===== src/rtl/clock_pkg.sv =====
// clock_pkg: shared types and widths for the BCD conversion arbiter.
// Holds FSM state encoding, digit/binary widths and requester indices.
package clock_pkg;

  typedef enum logic [1:0] {
    IDLE = 2'd0,
    CONV = 2'd1,
    DONE = 2'd2
  } state_t;

  localparam int DIGIT_W = 4;
  localparam int BIN_W   = 7;

  localparam int SEC = 0;
  localparam int MIN = 1;
  localparam int HR  = 2;

endpackage


===== src/rtl/bcd2bin.sv =====
// bcd2bin: two-digit BCD to binary, 0..99.
// Digits above 9 are treated as 0 so the result never exceeds 99.
module bcd2bin
  import clock_pkg::*;
(
  input  logic [DIGIT_W-1:0] bcd_high,
  input  logic [DIGIT_W-1:0] bcd_low,
  output logic [BIN_W-1:0]   bin
);

  logic [DIGIT_W-1:0] hi;
  logic [DIGIT_W-1:0] lo;

  assign hi = (bcd_high > DIGIT_W'(9)) ? '0 : bcd_high;
  assign lo = (bcd_low  > DIGIT_W'(9)) ? '0 : bcd_low;

  assign bin = BIN_W'(hi) * BIN_W'(10) + BIN_W'(lo);

endmodule


===== src/rtl/bcd_conv_arb.sv =====
// bcd_conv_arb: round-robin arbiter sharing one bcd2bin converter.
// Define BCD_ARB_DIGIT_CHECK_EN to report invalid digits on err_o.
module bcd_conv_arb
  import clock_pkg::*;
#(
  parameter int N_REQ = 3,
  parameter int ID_W  = 2
) (
  input  logic                     clk,
  input  logic                     rst,
  input  logic [N_REQ-1:0]         req,
  input  logic [DIGIT_W*N_REQ-1:0] bcd_high_i,
  input  logic [DIGIT_W*N_REQ-1:0] bcd_low_i,
  output logic [N_REQ-1:0]         ack,
  output logic [BIN_W-1:0]         bin_o,
  output logic                     bin_vld,
  output logic [ID_W-1:0]          bin_id,
  output logic                     busy,
  output logic                     err_o
);

  state_t             state;
  logic [ID_W-1:0]    last_grant;
  logic [ID_W-1:0]    cur_id;
  logic [DIGIT_W-1:0] op_hi;
  logic [DIGIT_W-1:0] op_lo;

  logic               gnt_vld;
  logic [ID_W-1:0]    gnt_id;
  logic [DIGIT_W-1:0] gnt_hi;
  logic [DIGIT_W-1:0] gnt_lo;
  logic [BIN_W-1:0]   conv_bin;

  // Two passes: above last_grant first, then wrap to index 0.
  always_comb begin
    gnt_vld = 1'b0;
    gnt_id  = '0;
    gnt_hi  = '0;
    gnt_lo  = '0;
    for (int k = 0; k < N_REQ; k++) begin
      if (!gnt_vld && req[k] && k > int'(last_grant)) begin
        gnt_vld = 1'b1;
        gnt_id  = ID_W'(k);
        gnt_hi  = bcd_high_i[DIGIT_W*k +: DIGIT_W];
        gnt_lo  = bcd_low_i[DIGIT_W*k +: DIGIT_W];
      end
    end
    for (int k = 0; k < N_REQ; k++) begin
      if (!gnt_vld && req[k]) begin
        gnt_vld = 1'b1;
        gnt_id  = ID_W'(k);
        gnt_hi  = bcd_high_i[DIGIT_W*k +: DIGIT_W];
        gnt_lo  = bcd_low_i[DIGIT_W*k +: DIGIT_W];
      end
    end
  end

  bcd2bin u_conv (
    .bcd_high (op_hi),
    .bcd_low  (op_lo),
    .bin      (conv_bin)
  );

  always_ff @(posedge clk) begin
    if (rst) begin
      state      <= IDLE;
      last_grant <= ID_W'(N_REQ-1);
      cur_id     <= '0;
      op_hi      <= '0;
      op_lo      <= '0;
      bin_o      <= '0;
      bin_id     <= '0;
    end else begin
      unique case (state)
        IDLE: begin
          if (gnt_vld) begin
            state  <= CONV;
            cur_id <= gnt_id;
            op_hi  <= gnt_hi;
            op_lo  <= gnt_lo;
          end
        end
        CONV: begin
          bin_o  <= conv_bin;
          bin_id <= cur_id;
          state  <= DONE;
        end
        DONE: begin
          last_grant <= bin_id;
          state      <= IDLE;
        end
        default: state <= IDLE;
      endcase
    end
  end

  assign busy    = (state != IDLE);
  assign bin_vld = (state == DONE);

  always_comb begin
    ack = '0;
    if (bin_vld) ack[bin_id] = 1'b1;
  end

`ifdef BCD_ARB_DIGIT_CHECK_EN
  logic err_r;

  always_ff @(posedge clk) begin
    if (rst) begin
      err_r <= 1'b0;
    end else if (state == CONV) begin
      err_r <= (op_hi > DIGIT_W'(9)) || (op_lo > DIGIT_W'(9));
    end
  end

  assign err_o = bin_vld & err_r;
`else
  assign err_o = 1'b0;
`endif

endmodule


===== config.mk =====
export PLATFORM = sky130hd
export DESIGN_NAME = bcd_conv_arb
export DESIGN_NICKNAME = d
export VERILOG_FILES = /design/src/rtl/clock_pkg.sv /design/src/rtl/bcd2bin.sv /design/src/rtl/bcd_conv_arb.sv
export SDC_FILE = /design/constraint.sdc
export NUM_CORES = 1
export LEC_CHECK = 0
export ABC_CLOCK_PERIOD_IN_PS = 1800
export CAP_MARGIN = 20
export CORE_MARGIN = 5
export CORE_UTILIZATION = 43
export CTS_CLUSTER_SIZE = 10
export DETAILED_ROUTE_END_ITERATION = 8
export PLACE_DENSITY = 0.85
export SLEW_MARGIN = 20
export SYNTH_ARGS = -nofsm -noshare
export SYNTH_HDL_FRONTEND = slang
export SYNTH_HIERARCHICAL = 1
export SYNTH_SLANG_ARGS = --single-unit

===== constraint.sdc =====
create_clock -name clk -period 1.8 [get_ports clk]
set_input_delay 0.45 -clock clk [delete_from_list [all_inputs] [get_ports clk]]
set_output_delay 0.45 -clock clk [all_outputs]
set_load 0.005 [all_outputs]

==> qor.csv <==
metric,value,unit
ant diodes,0,
most utilized layer in the global route result,met2,
gr ovfl total,0,
Peak supply drop,0.000247,V
Syn Nets,242,
RD Place Congestion,0.883,
sequential area share after synthesis,29.3,%
syn_area_per_cell,7.58,um^2
Critical Path Start Type,register,
pins over their slew limit,0,
clock latency at the later pin of the worst-skew pair,270,ps
# IOs,44,
Total Nets Final,306,
CP top delay family,simple AND/OR/NAND/NOR gates,
Layout area overhead,52.9,%
drt drc,0,
Final Util,66.5,%
power density cells,615,nW/um^2
final setup skew,5.07,ps
Post-DP HPWL,3160,um
count of final setup violators,4,
die area,4960,um^2
Die Y-Extent,70.4,um
Cells after Synth,207,
"most used cell, CP",ha_4,
critical path required time,2010,ps
Period minus WS final,1970,ps
number of detailed-route iterations in the first pass,4,
outcome,"finished, violations left",
buffers plus inverters on the worst setup path,0,
"EDFF count, synth",0,
CTS Root Cell,clkbuf_8,
CTS sink cnt,23,
number of library cell types mapped by synthesis,43,
crit share post-route,110,%
relative slew slack,60.5,%
critical path type,reg2reg,
FMAX,0.507,GHz
CP Capture Type,register,
met1 Track Usage GR,18.7,%
core area,3610,um^2
crit path cell chain,nand2b_4 > nor2_4 > ha_4 > ha_4 > ha_4 > or3_4 > nand3_2 > xor2_1 > nand2_1 > a21oi_2,
mapped cell area,1570,um^2
number of global-route vias before repair,1481,
Row Count,22,
fillers,300,
pin count of the biggest net entering global routing,14,
CTS buffer count,3,
ys async rst share,0,%
vias per inst,5.37,
via count,1707,
CTS tree,built,
most frequent cells in the layout,"44 x nand2_1, 37 x clkdlybuf4s50_1, 29 x buf_4",
RSZ-0062 raised after global routing,yes,
H-tree depth reported by CTS,1,
Static Leak,0.934,nW
Hold Buf Count CTS,0,
Port Buffer Count,42,
prevailing post-synth register cell,dfxtp_1,
slew of the pin with the lowest slew margin,591,ps
DRT antenna net count,0,
fraction of layout cells with a size suffix above 1,28.9,%
CTS max path bufs,2,
final setup margin,-172,ps
CP max FO,3,
"commonest non-fill, non-tap cell in the layout",nand2_1,
GRT Overall Usage,15.8,%
failing checks,negative setup slack,
"Reg clk slew, reported paths",80,ps
setup TNS,-304,ps
final hold vios,0,
min-delay worst type,reg2reg,
"Cell Area, Placed",2190,um^2
Max Cap Viol,0,
register bit count reported by yosys,23,
Worst path slowest cell,or3_4,
"Largest stage delay, worst path",360,ps
Avg WL per Cell,13.8,um
Die X,70.4,um
final instance area,2400,um^2
initial cell density of the core,43.5,%
Worst Path Arrival,2190,ps
Tot Pwr,1.48,mW
final WL,4390,um
YS warnings,6,
initial drt markers,85,
first-pass GRT wire length,6440,um
met3 GRT Util,1.29,%
initial antenna violation count,0,
Global Route met2 Usage,28.7,%
==> tightest hold or removal path, delay by kind of cell, from the launching register on <==
family,cells,cell delay [ps]
AOI/OAI and AO/OA,1,50
and+or+nand+nor,1,50
DFF,1,310
==> path summary, 6_finish.rpt <==
path         startpoint  endpoint  slack [ps]  depth (start not counted)
max            op_hi[1]  bin_o[6]        -170                         10
min            bin_o[4]  bin_o[4]         450                          2
max reg2reg    op_hi[1]  bin_o[6]        -170                         10
min reg2reg    bin_o[4]  bin_o[4]         450                          2
==> flip-flops by register name (all words and copies together), names as in the netlist <==
signal	cells
op_lo	4
last_grant	2
op_hi	4
bin_id	2
state	2
cur_id	2
bin_o	7
==> through the flow <==
stage               instances  hold WS (ps)  setup slack [ps]
floorplan                 207           423             -75.8
global placement          310           443              -226
detailed placement        310           446              -308
CTS                       316           457              -156
global route              318           478              -290
finish                    318           454              -172
==> final cells by class <==
class	instances	area (um^2)	share of cell area (%)
multi-input combinational	166	1160	48.5
timing repair buffer	71	639	26.7
sequential	23	468	19.5
tap	48	60.1	2.50
clock buffer	3	41.3	1.72
inverter	6	22.5	0.939
clock inverter	1	5.00	0.209
==> Yosys cell counts (4+ instances only) <==
cell type  instances  area [um^2]
ha_1               5         62.6
inv_1              6         22.5
o21ai_0            6         30.0
nor2_1             8         30.0
nand2_1           44          165
clkbuf_1           4         15.0
a21oi_1           22          110
dfxtp_1           23          460
nand2b_1           9         56.3
o21ai_1            8         40.0
nor2b_1            6         37.5
nand3_1            9         45.0
o221ai_1           7         61.3
a211oi_2           7         87.6
==> report_power, final <==
group	switching [mW]	internal (mW)	total [mW]
registers	0.0400	0.550	0.590
clock network	0.171	0.155	0.326
logic	0.259	0.302	0.560
total	0.469	1.01	1.48
==> routing by layer <==
metal | wire (um) | share of wire, % | vias to the layer above
met2 | 2280 | 52 | 62
met1 | 1830 | 42 | 789
met4 | 66 | 1.5 | 0
li1 | - | - | 851
met5 | 0 | 0 | -
met3 | 214 | 4.9 | 5
==> kinds of logic (layout without fill, tap and decap cells) <==
family	Yosys count	count (layout)	synth area share [%]
AO/OA/AOI/OAI	59	59	26.2
XOR/XNOR	5	5	2.79
adder cells (fa/ha/maj)	6	6	5.26
buffers and inverters	18	81	6.38
flip-flops	23	23	29.3
multiplexers	1	1	0.718
other	1	1	0.239
AND/OR/NAND/NOR	94	94	29.1
==> what timing repair did <==
| item | CTS | global route |
|---|---|---|
| endpoints found under the setup margin | 10 | 14 |
| pin swaps | 2 | 11 |
| setup buffers | 2 | 2 |
| resized for setup | 9 | 28 |
Note: power is estimated with default switching activity, not from simulation.
